$ cat config.mk
export PLATFORM = sky130hd
export DESIGN_NAME = uart_frame_rx
export DESIGN_NICKNAME = d
export VERILOG_FILES = /design/src/rtl/uart_frame_rx.sv
export SDC_FILE = /design/constraint.sdc
export NUM_CORES = 1
export LEC_CHECK = 0
export CAP_MARGIN = 20
export CORE_UTILIZATION = 54
export CTS_CLUSTER_DIAMETER = 60
export DETAILED_ROUTE_END_ITERATION = 8
export GPL_ROUTABILITY_DRIVEN = 0
export GPL_TIMING_DRIVEN = 1
export PLACE_DENSITY = 0.79
export SLEW_MARGIN = 20
export SYNTH_ARGS = -nofsm -noshare
export SYNTH_HDL_FRONTEND = slang
export SYNTH_SLANG_ARGS = --single-unit
$ cat constraint.sdc
create_clock -name clk_in -period 2 [get_ports clk_in]
set_input_delay 0.4 -clock clk_in [delete_from_list [all_inputs] [get_ports clk_in]]
set_output_delay 0.4 -clock clk_in [all_outputs]
set_load 0.05 [all_outputs]
$ cat src/rtl/uart_frame_rx.sv
// Serial frame receiver: oversamples a UART line (8N1, LSB first), hunts for a
// sync byte, collects NBYTES payload bytes plus an XOR checksum byte and
// presents the payload on data_out with a one-cycle ready pulse. Aborted frames
// (framing error, checksum mismatch, inter-byte silence) give a one-cycle err
// pulse with a cause code.
module uart_frame_rx #(
    parameter int         CLKS_PER_BIT = 564,
    parameter int         PAYLOAD_BITS = 162,
    parameter logic [7:0] SYNC_BYTE    = 8'hA5,
    parameter int         TIMEOUT_BITS = 32
) (
    input  logic                    clk_in,
    input  logic                    rst_in,
    input  logic                    rx,
    output logic [PAYLOAD_BITS-1:0] data_out,
    output logic                    ready,
    output logic                    err,
    output logic [1:0]              err_code
);

    localparam int NBYTES = (PAYLOAD_BITS + 7) / 8;
    localparam int CNT_W  = $clog2(CLKS_PER_BIT);
    localparam int IDX_W  = (NBYTES > 1) ? $clog2(NBYTES) : 1;
    localparam int TMAX   = TIMEOUT_BITS * CLKS_PER_BIT;
    localparam int TO_W   = $clog2(TMAX + 1);

    localparam logic [CNT_W-1:0] HALF_M1  = CNT_W'(CLKS_PER_BIT / 2 - 1);
    localparam logic [CNT_W-1:0] FULL_M1  = CNT_W'(CLKS_PER_BIT - 1);
    localparam logic [IDX_W-1:0] LAST_IDX = IDX_W'(NBYTES - 1);
    localparam logic [TO_W-1:0]  TO_LIMIT = TO_W'(TMAX);

    typedef enum logic [1:0] {B_IDLE, B_START, B_DATA, B_STOP} byte_state_e;
    typedef enum logic [1:0] {F_HUNT, F_PAYLOAD, F_CHECK} frame_state_e;

    logic rxMeta_q, rxSync_q;

    byte_state_e      byteState_q, byteState_d;
    logic [CNT_W-1:0] clkCnt_q, clkCnt_d;
    logic [2:0]       bitCnt_q, bitCnt_d;
    logic [7:0]       rxByte_q, rxByte_d;
    logic             byteValid_q, byteValid_d;
    logic             frameErr_q, frameErr_d;

    frame_state_e            fState_q, fState_d;
    logic [IDX_W-1:0]        idx_q, idx_d;
    logic [7:0]              chk_q, chk_d;
    logic [PAYLOAD_BITS-1:0] shadow_q, shadow_d;
    logic [PAYLOAD_BITS-1:0] dataOut_q, dataOut_d;
    logic                    ready_q, ready_d;
    logic                    err_q, err_d;
    logic [1:0]              errCode_q, errCode_d;
    logic [TO_W-1:0]         silence_q, silence_d;

    logic startDet;

    assign startDet = (byteState_q == B_IDLE) && !rxSync_q;

    // Two-flop synchronizer for the asynchronous line; resets to idle-high.
    always_ff @(posedge clk_in or negedge rst_in) begin
        if (!rst_in) begin
            rxMeta_q <= 1'b1;
            rxSync_q <= 1'b1;
        end else begin
            rxMeta_q <= rx;
            rxSync_q <= rxMeta_q;
        end
    end

    // Byte FSM state and datapath registers.
    always_ff @(posedge clk_in or negedge rst_in) begin
        if (!rst_in) begin
            byteState_q <= B_IDLE;
            clkCnt_q    <= '0;
            bitCnt_q    <= '0;
            rxByte_q    <= '0;
            byteValid_q <= 1'b0;
            frameErr_q  <= 1'b0;
        end else begin
            byteState_q <= byteState_d;
            clkCnt_q    <= clkCnt_d;
            bitCnt_q    <= bitCnt_d;
            rxByte_q    <= rxByte_d;
            byteValid_q <= byteValid_d;
            frameErr_q  <= frameErr_d;
        end
    end

    // Byte FSM: mid-bit sampling with start glitch rejection and stop check.
    always_comb begin
        byteState_d = byteState_q;
        clkCnt_d    = clkCnt_q + CNT_W'(1);
        bitCnt_d    = bitCnt_q;
        rxByte_d    = rxByte_q;
        byteValid_d = 1'b0;
        frameErr_d  = 1'b0;
        case (byteState_q)
            B_IDLE: begin
                clkCnt_d = '0;
                bitCnt_d = '0;
                if (!rxSync_q) byteState_d = B_START;
            end
            B_START: begin
                if (clkCnt_q == HALF_M1) begin
                    clkCnt_d    = '0;
                    byteState_d = rxSync_q ? B_IDLE : B_DATA;
                end
            end
            B_DATA: begin
                if (clkCnt_q == FULL_M1) begin
                    clkCnt_d = '0;
                    rxByte_d = {rxSync_q, rxByte_q[7:1]};
                    bitCnt_d = bitCnt_q + 3'd1;
                    if (bitCnt_q == 3'd7) byteState_d = B_STOP;
                end
            end
            B_STOP: begin
                if (clkCnt_q == FULL_M1) begin
                    clkCnt_d    = '0;
                    byteValid_d = rxSync_q;
                    frameErr_d  = !rxSync_q;
                    byteState_d = B_IDLE;
                end
            end
            default: byteState_d = B_IDLE;
        endcase
    end

    // Frame FSM state, payload shadow and registered outputs.
    always_ff @(posedge clk_in or negedge rst_in) begin
        if (!rst_in) begin
            fState_q  <= F_HUNT;
            idx_q     <= '0;
            chk_q     <= '0;
            shadow_q  <= '0;
            dataOut_q <= '0;
            ready_q   <= 1'b0;
            err_q     <= 1'b0;
            errCode_q <= 2'b00;
            silence_q <= '0;
        end else begin
            fState_q  <= fState_d;
            idx_q     <= idx_d;
            chk_q     <= chk_d;
            shadow_q  <= shadow_d;
            dataOut_q <= dataOut_d;
            ready_q   <= ready_d;
            err_q     <= err_d;
            errCode_q <= errCode_d;
            silence_q <= silence_d;
        end
    end

    // Frame FSM: sync hunt, payload collection, checksum and silence timeout.
    always_comb begin
        fState_d  = fState_q;
        idx_d     = idx_q;
        chk_d     = chk_q;
        shadow_d  = shadow_q;
        dataOut_d = dataOut_q;
        ready_d   = 1'b0;
        err_d     = 1'b0;
        errCode_d = 2'b00;
        silence_d = silence_q;
        if (fState_q == F_HUNT) begin
            silence_d = '0;
            if (byteValid_q && (rxByte_q == SYNC_BYTE)) begin
                fState_d = F_PAYLOAD;
                idx_d    = '0;
                chk_d    = '0;
            end
        end else if (frameErr_q) begin
            err_d     = 1'b1;
            errCode_d = 2'b01;
            fState_d  = F_HUNT;
        end else if (byteValid_q) begin
            if (fState_q == F_PAYLOAD) begin
                for (int b = 0; b < PAYLOAD_BITS; b++) begin
                    if (idx_q == IDX_W'(b / 8)) shadow_d[b] = rxByte_q[3'(b % 8)];
                end
                chk_d = chk_q ^ rxByte_q;
                if (idx_q == LAST_IDX) fState_d = F_CHECK;
                else                   idx_d    = idx_q + IDX_W'(1);
            end else begin
                if (rxByte_q == chk_q) begin
                    dataOut_d = shadow_q;
                    ready_d   = 1'b1;
                end else begin
                    err_d     = 1'b1;
                    errCode_d = 2'b10;
                end
                fState_d = F_HUNT;
            end
        end else if (startDet) begin
            silence_d = '0;
        end else if (byteState_q == B_IDLE) begin
            if (silence_q == TO_LIMIT) begin
                err_d     = 1'b1;
                errCode_d = 2'b11;
                fState_d  = F_HUNT;
            end else begin
                silence_d = silence_q + TO_W'(1);
            end
        end
    end

    assign data_out = dataOut_q;
    assign ready    = ready_q;
    assign err      = err_q;
    assign err_code = errCode_q;

endmodule

# [Word-level counts from Yosys, hierarchy flattened]
# Index checks and enable logic that the tools add are counted.
# W data, S select, Z words.
[op_classes] addsub=4 bitwise_logic=4 mux=63 n_eq_ne=42 reduce_logical=42
[ops] op="$reduce_and A5 Y1" n=25
[ops] op="$mux W15" n=6
[ops] op="$mux W2" n=23
[ops] op="$eq A5 B4 Y1 const B" n=8
[ops] op="$mux W8" n=5
[ops] op="$mux W5" n=6
[ops] op="$pmux W10 S3" n=1
[ops] op="$eq A5 B5 Y1 const B" n=5
[ops] op="$eq A5 B3 Y1 const B" n=4
[ops] op="$mux W10" n=2
[ops] op="$mux W1" n=17
[ops] op="$add A15 B1 Y15 const B" n=1
[ops] op="$eq A15 B15 Y1 const B" n=1
[ops] op="$ne A2 B2 Y1 const B" n=6
[ops] op="$add A10 B1 Y10 const B" n=1
[ops] op="$eq A10 B10 Y1 const B" n=1
[ops] op="$eq A10 B9 Y1 const B" n=1
[ops] op="$eq A5 B2 Y1 const B" n=2
[ops] op="$eq A8 B8 Y1" n=1
[ops] op="$eq A8 B8 Y1 const B" n=1
[ops] op="$pmux W2 S4" n=1
[ops] op="$reduce_and A4 Y1" n=2
[ops] op="$reduce_bool A4 Y1" n=2
[ops] op="$xor A8 B8 Y8" n=1
[ops] op="other kinds (21)" n=32
[totals] regBits=225 output_inout_bits=166 word_cells=192

# [Depth between registers and ports, before layout]
# Gate-level depths: netlist (run 1).
[depth] word_depth=7 mapped_depth=7

# [Least setup slack after synthesis (run 1)]
# No wires, ideal clock.
[synth_timing] path_kind="reg-to-reg" from="register silence_q[0]" to="register silence_q[0]" synth_period_minus_slack_ps=1862 arrival_ps=1737 slack_ps=138 setup_time_ps=125 path_stages_with_launch=7 required_time_ps=1875 cell_sequence="dfrtp_1 > inv_1 > ha_1 > or4b_4 > nor4_4 > nor2_1 > mux2_2"
[synth_via] elab_chain_len=7 word_cells_on_any_way=10 classes_between="add/sub (1); eq/ne (2); mux (6); reduce/logical (1)"
[synth_rtl] element="from (decl)" line_no="52" text="logic [TO_W-1:0] silence_q, silence_d;"
[synth_rtl] element="from (signal assigned)" line_no="149" text="silence_q <= silence_d;"
[synth_rtl] element="$add A15 B1 Y15" line_no="201" text="silence_d = silence_q + TO_W'(1);"
[synth_rtl] element="$mux W15" line_no="196" text="if (silence_q == TO_LIMIT) begin"
[synth_rtl] element="$mux W15" line_no="195" text="end else if (byteState_q == B_IDLE) begin"
[synth_rtl] element="$mux W15" line_no="193" text="end else if (startDet) begin"
[synth_rtl] element="$mux W15" line_no="175" text="end else if (byteValid_q) begin"
[synth_rtl] element="$mux W15" line_no="171" text="end else if (frameErr_q) begin"
[synth_rtl] element="$mux W15" line_no="164" text="if (fState_q == F_HUNT) begin"
# Several ways; a longest one is shown, not always the timed one. The select of a mux whose other input is x is not followed.
# A chain may end at the register's enable or synchronous reset.

# [Final worst setup path (run 1)]
[layout_timing] from="register rxByte_q[6]" to="register dataOut_q[73] (netlist: data_out[73])"
[layout_via] elab_chain_len=2
[layout_rtl] element="from (decl)" line_no="40" text="logic [7:0] rxByte_q, rxByte_d;"
[layout_rtl] element="from (signal assigned)" line_no="82" text="rxByte_q <= rxByte_d;"
[layout_rtl] element="$eq A8 B8 Y1" line_no="184" text="if (rxByte_q == chk_q) begin"
[layout_rtl] element="$reduce_and A5 Y1 (no source line)"
[layout_rtl] element="to (signal assigned)" line_no="145" text="dataOut_q <= dataOut_d;"
[layout_rtl] element="to (decl)" line_no="48" text="logic [PAYLOAD_BITS-1:0] dataOut_q, dataOut_d;"
# Every way passes these cells.

==> results.md, run 1 <==
* Clock Latency Late Sink at 0.50 ns
* Routed WL at 20.0 mm
* CTS tree: yes
* Max Cap Violations at 0
* FF-to-FF setup slack at 0.03 ns
* Crit path kind: flip-flop to flip-flop
* FP Rows at 49
* Slew @ Worst Pin at 0.614 ns
* Synth area leader: dfrtp_1
* Outcome: finished clean
* PwrDens at 764 nW/µm²
* Pin count of the biggest net entering global routing at 68
* Clock skew at 0.0116 ns
* Via count at 6301
* Pins Over Slew Limit at 0
* Synthesis Warnings at 0
* Detailed Place HPWL at 13.3 mm
* Async SR Flop Fraction at 1.00
* F_max at 0.507 GHz
* Peak VDD IR at 0.000557 V
* Post-route DRC at 0
* Multi-input logic area at 4070 µm²
* Pre-antenna DRT Iters at 5
* Initial antenna violation count at 0
* Part of the Yosys area used for sequential elements at 0.553
* Reg-to-reg startpoint: rxByte_q[6]$_DFFE_PN0P_
* EDFF count, synth at 0
* I/O Pins at 169
* Number of setup violations in the final report at 0
* CP Data Arrival Time at 2.34 ns
* Max clock buf depth at 3
* CTS sink cnt at 225
* Top cells by area, synth: dfrtp_1, mux2_2, mux2_1, buf_4, nand2_1
* Fillers at 1338
* Leak pwr at 6.49 nW
* Antenna diode instance count at 0
* Die width at 139 µm
* Worst setup SP type: flip-flop
* Ys flop type: dfrtp_1
* Post-synth top area share at 0.547
* Die ar. at 19400 µm²
* WL/cell at 17.2 µm
* TritonCTS Buffers at 23
* CP Launch Point: rxByte_q[6]$_DFFE_PN0P_
* Setup crit end kind: flip-flop
* GRT Residual Overflow at 0
* Post-DP Area at 11300 µm²
* Worst-path clk slew at 0.06 ns
* Final nets at 934
* Count of cell types in the netlist at 65
* Seq. cell area at 5640 µm²
* GRT Overall Usage at 0.206
* RSZ-0062 raised after global routing: true
* Clock root buffer: clkbuf_16
* Syn avg cell area at 13.0 µm²
* 1st-iter DRT viols at 219
* Vias in the first global route at 6248
* Core area at 18200 µm²
* Layout cells sized above 1 at 0.260
* Worst slack, placed at 0.0382 ns
* Area grow syn2layout at 19.1%
* Final period util at 0.986
* Effective utilization at floorplan at 0.560
* Cell count after synthesis at 784
* Post-synthesis instance area at 10200 µm²
* IO buf count at 88
* Final instance area at 12100 µm²
* CP Max Fanout at 15
* Post-route setup TNS at 0 ns
* Req. time, crit path at 2.37 ns
* Final worst slack at 0.0276 ns
* Chip Height at 139 µm
* Hold_sp: rx
* Fin crit period at 1.97 ns
* Final hold vios at 0
* First-pass GRT wire length at 32.4 mm
* Pwr Total at 9.28 mW
* Vias per cell at 5.42
* #FFs+latches synth at 225
* Htree depth at 1
* Worst min path class: input port to flip-flop
* Max-slew headroom at 0.589
* Final ANT Viol Nets at 0
[cells in the mapped netlist, types with 4 or more instances]
cell      instances
or3_1             4
mux2_1           69
nand2_1          38
xnor2_1          14
dfrtp_1         223
inv_1            13
and3_1            4
ha_1             11
buf_2             8
buf_4            81
a22o_1            5
nand3_1          19
nor3b_1           4
nor2b_1           8
a31oi_1           9
or4_1             4
nand4_1           7
a21oi_1          15
mux2_2          107
buf_6             7
o21ai_0          15
o31ai_1           4
clkbuf_1         16
nor2_1           25
a21o_1            8
[state kept, by name (all words and copies together), names as in the netlist, named ones only]
| name | flops |
|---|---|
| idx_q | 5 |
| rxMeta_q | 1 |
| chk_q | 8 |
| silence_q | 15 |
| rxSync_q | 1 |
| err | 1 |
| byteState_q | 1 |
| byteValid_q | 1 |
| err_code | 2 |
| bitCnt_q | 3 |
| frameErr_q | 1 |
| shadow_q | 82 |
| fState_q | 2 |
| ready | 1 |
| data_out | 82 |
| rxByte_q | 8 |
| clkCnt_q | 10 |
[logic make-up after synthesis]
family,Yosys count,synth area share
adder cells (fa/ha/maj),11,0.0135
other,1,0.000368
buffers and inverters,128,0.0832
XOR/XNOR,16,0.0137
AND/OR/NAND/NOR,152,0.0928
flip-flops,225,0.553
AO/OA/AOI/OAI,74,0.0485
multiplexers,177,0.195
[final cells by class]
cell class	instances	area share
tap	229	0.0236
sequential	225	0.464
multi-input combinational	510	0.335
inverter	13	0.00402
timing repair buffer	147	0.110
clock buffer	34	0.0566
clock inverter	4	0.00608
[path summary, 6_finish.rpt]
kind,end,cells past startpoint
worst max-delay path,data_out[73]$_DFFE_PN0P_,6
worst min-delay path,rxMeta_q$_DFF_PN1_,1
worst max register to register,data_out[73]$_DFFE_PN0P_,6
worst min register to register,rxSync_q$_DFF_PN1_,0
max in group asynchronous,rxSync_q$_DFF_PN1_,3
min in group asynchronous,data_out[17]$_DFFE_PN0P_,2
[power by group]
| group | internal (mW) | leakage, nW | switching (mW) | total [mW] |
|---|---|---|---|---|
| Combinational | 0.0241 | 3.00 | 0.419 | 0.443 |
| Clock | 2.61 | 0.375 | 1.66 | 4.27 |
| Sequential | 4.56 | 3.12 | 0.00262 | 4.56 |
| Total | 7.19 | 6.49 | 2.08 | 9.28 |
[routing by layer]
metal	vias to the layer above	GRT usage	wire length, µm
met5	-	0	0
met4	0	0.0649	442
met3	42	0.0306	828
met2	171	0.345	9940
met1	3204	0.276	8820
li1	2884	-	-
[stage by stage]
stage                     hold slack (ns)  instances   util
after CTS                           0.290       1158  0.660
final                               0.306       1162  0.667
after global routing                0.323       1162  0.667
after floorplan                     0.104        863      -
after detailed placement            0.351       1119  0.623
after global placement              0.346       1119  0.623
[timing repair]
item,in CTS,in global routing
gates cloned,0,2
gates resized for setup,82,17
endpoints found under the setup margin,82,85
buffers inserted,0,2
endpoints found under the hold margin,59,0
pin swaps,0,4
hold buffers,1,0
[critical path, cell delays in order, from the launching register on]
cell and delay (ns):
dfrtp_2 0.45, xnor2_1 0.15, nand4_1 0.18, nor4_4 0.31, buf_6 0.22, buf_12 0.17
mux2_1 0.35
[layout by cell type, fill, tap and decap left out, types with 4 or more instances in the layout]
cell type,Yosys,layout
dfrtp_1,223,220
mux2_2,107,107
dlygate4sd2_1,0,81
conb_1,1,80
mux2_1,69,66
buf_4,81,52
nand2_1,38,38
nor2_1,25,25
clkbuf_16,0,25
nand3_1,19,17
a21oi_1,15,15
o21ai_0,15,15
inv_1,13,13
xnor2_1,14,13
ha_1,11,10
a31oi_1,9,9
nor2b_1,8,8
a21o_1,8,8
nand4_1,7,7
clkbuf_8,0,7
buf_12,0,6
a22o_1,5,5
nor3b_1,4,4
or4_1,4,4
or3_1,4,4
o31ai_1,4,4
clkbuf_1,16,4
No activity file was read; power rests on OpenSTA's default activity.
==> run 2, diff against run 1 <==
--- a/config.mk
+++ b/config.mk
@@ -12,6 +12,7 @@
 export GPL_ROUTABILITY_DRIVEN = 0
 export GPL_TIMING_DRIVEN = 1
 export PLACE_DENSITY = 0.79
+export SETUP_SLACK_MARGIN = 0.15
 export SLEW_MARGIN = 20
 export SYNTH_ARGS = -nofsm -noshare
 export SYNTH_HDL_FRONTEND = slang
==> run 2 against run 1 <==
The flow now finishes with violations (setup timing). Non-clock buffer count increased by 22. Critical path depth grew 1. Maximum frequency down 7.9%. Register-to-register slack got worse by 0.17 ns. Clock-buffer cell count up 5. Global-route usage up 2.1 points. Design area up 6.7%. Core utilization rose by 4.5 points. Sequential power is essentially flat. Sequential cell count is the same. Hold slack got worse by 0.015 ns. Largest cell class unchanged. Largest power group unchanged. Highest routed layer unchanged.
==> results.md, run 2 (synthesized netlist as in run 1, its figures left out) <==
* Initial antenna violation count at 0
* Final nets at 957
* Final ANT Viol Nets at 0
* 1st-iter DRT viols at 302
* Clk pwr share at 0.472
* Die ar. at 19400 µm²
* Share of power burned in registers at 0.482
* PwrDens at 731 nW/µm²
* Routed WL at 22.2 mm
* Worst min path class: input port to flip-flop
* Multi-input logic area at 4580 µm²
* Vias in the first global route at 6789
* Effective utilization at floorplan at 0.560
* Dpl cells at 1122
* Worst setup SP type: flip-flop
* Clock skew at 0.0167 ns
* Final worst slack at -0.140 ns
* Fillers at 1188
* WL/cell at 18.7 µm
* Most frequent cells in the layout: dfrtp_1, mux2_4, conb_1
* Peak VDD IR at 0.000471 V
* Slew @ Worst Pin at 0.522 ns
* Seq. cell area at 5640 µm²
* Post-route setup TNS at -7.83 ns
* Crit path kind: flip-flop to flip-flop
* Post-DP Area at 11400 µm²
* Clock root buffer: clkbuf_16
* CTS tree: yes
* Req. time, crit path at 2.40 ns
* Worst-path clk slew at 0.06 ns
* Pre-antenna DRT Iters at 4
* Leak pwr at 6.65 nW
* Final hold vios at 0
* Number of setup violations in the final report at 80
* Setup crit end kind: flip-flop
* Core area at 18200 µm²
* Vias per cell at 5.46
* Area grow syn2layout at 27.1%
* Chip Height at 139 µm
* Net Sw Power at 2.20 mW
* CTS sink cnt at 225
* Post-route DRC at 0
* Internal at 7.27 mW
* Non-Filler Instances at 1190
* Worst slack, placed at 0.00479 ns
* Outcome: finished with violations
* Max clock buf depth at 3
* I/O Pins at 169
* Htree depth at 1
* Sw Share at 0.233
* Layout cells sized above 1 at 0.365
* Max-slew headroom at 0.653
* Final instance area at 13000 µm²
* Pins Over Slew Limit at 0
* Combinational share of power at 0.047
* CP Max Fanout at 15
* Detailed Place HPWL at 13.5 mm
* Die width at 139 µm
* First-pass GRT wire length at 35.7 mm
* GRT Residual Overflow at 0
* GRT Overall Usage at 0.226
* TritonCTS Buffers at 24
* RSZ-0062 raised after global routing: true
* FP Rows at 49
* Fin crit period at 2.14 ns
* F_max at 0.467 GHz
* Antenna diode instance count at 0
* Final period util at 1.07
* IO buf count at 88
* Failing checks: setup timing
* Max Cap Violations at 0
* Via count at 6501
* CP Data Arrival Time at 2.54 ns
* Clock Latency Late Sink at 0.51 ns
* Pin count of the biggest net entering global routing at 47
* Most common cell after layout, fill and taps aside: dfrtp_1
[run 2: cell type report]
| type | instances | area share |
|---|---|---|
| Timing Repair Buffer | 169 | 0.122 |
| Inverter | 13 | 0.00377 |
| Tap cell | 229 | 0.0221 |
| Multi-Input combinational cell | 510 | 0.353 |
| Sequential cell | 225 | 0.435 |
| Clock inverter | 5 | 0.00261 |
| Clock buffer | 39 | 0.0608 |
[run 2: worst paths after layout]
check,start,to,slack (ns),cells past startpoint
setup / recovery,rxByte_q[4]$_DFFE_PN0P_,data_out[90]$_DFFE_PN0P_,-0.14,7
hold / removal,rx,rxMeta_q$_DFF_PN1_,0.29,1
setup reg to reg,rxByte_q[4]$_DFFE_PN0P_,data_out[90]$_DFFE_PN0P_,-0.14,7
hold reg to reg,rxMeta_q$_DFF_PN1_,rxSync_q$_DFF_PN1_,0.35,0
max in group asynchronous,rst_in,fState_q[0]$_DFFE_PN0P_,0.87,3
min in group asynchronous,rst_in,data_out[19]$_DFFE_PN0P_,0.39,2
[run 2: repair_timing]
action	in CTS	in global routing
hold endpoints to repair	39	0
pin swaps	5	12
hold buffers	1	0
endpoints found under the setup margin	233	184
buffers inserted	15	7
gates resized for setup	161	93
gates cloned	1	0
[run 2: metrics by stage]
step,utilization,power [mW],hold WS [ns]
floorplan,-,5.09,0.104
CTS,0.689,9.55,0.280
global placement,0.626,5.08,0.319
detailed placement,0.626,5.08,0.317
global route,0.712,9.76,0.288
finish,0.712,9.47,0.291
[run 2: per-layer routing]
metal  part of all wire  global-route usage  up-vias  routed length [µm]
met5                  0                   0        -                   0
met4              0.023              0.0538        0                 516
met3              0.040              0.0275       43                 881
met2               0.52               0.401      168               11600
met1               0.42               0.296     3371                9240
li1                   -                   -     2919                   -
[run 2: critical path, cell delays in order (launching register included)]
cell and delay [ns]:
dfrtp_2 0.45, xnor2_1 0.20, nand4_1 0.24, nor4_4 0.31, buf_4 0.18, buf_12 0.14
buf_12 0.16, mux2_2 0.34
[run 2: power by group through the flow]
| stage | logic [mW] | clock network (mW) | registers, mW |
|---|---|---|---|
| finish | 0.441 | 4.47 | 4.56 |
| detailed placement | 0.441 | 0 | 4.64 |
| floorplan | 0.450 | 0 | 4.64 |
| global route | 0.468 | 4.73 | 4.56 |
| global placement | 0.439 | 0 | 4.64 |
| CTS | 0.444 | 4.54 | 4.56 |
==> run 3, diff against run 2 <==
--- a/config.mk
+++ b/config.mk
@@ -5,11 +5,11 @@
 export SDC_FILE = /design/constraint.sdc
 export NUM_CORES = 1
 export LEC_CHECK = 0
-export CAP_MARGIN = 20
+export CAP_MARGIN = 5
 export CORE_UTILIZATION = 54
 export CTS_CLUSTER_DIAMETER = 60
 export DETAILED_ROUTE_END_ITERATION = 8
-export GPL_ROUTABILITY_DRIVEN = 0
+export GPL_ROUTABILITY_DRIVEN = 1
 export GPL_TIMING_DRIVEN = 1
 export PLACE_DENSITY = 0.79
 export SETUP_SLACK_MARGIN = 0.15
==> results of run 3 <==
Final layout, timing and power as in run 2 (identical DEF).
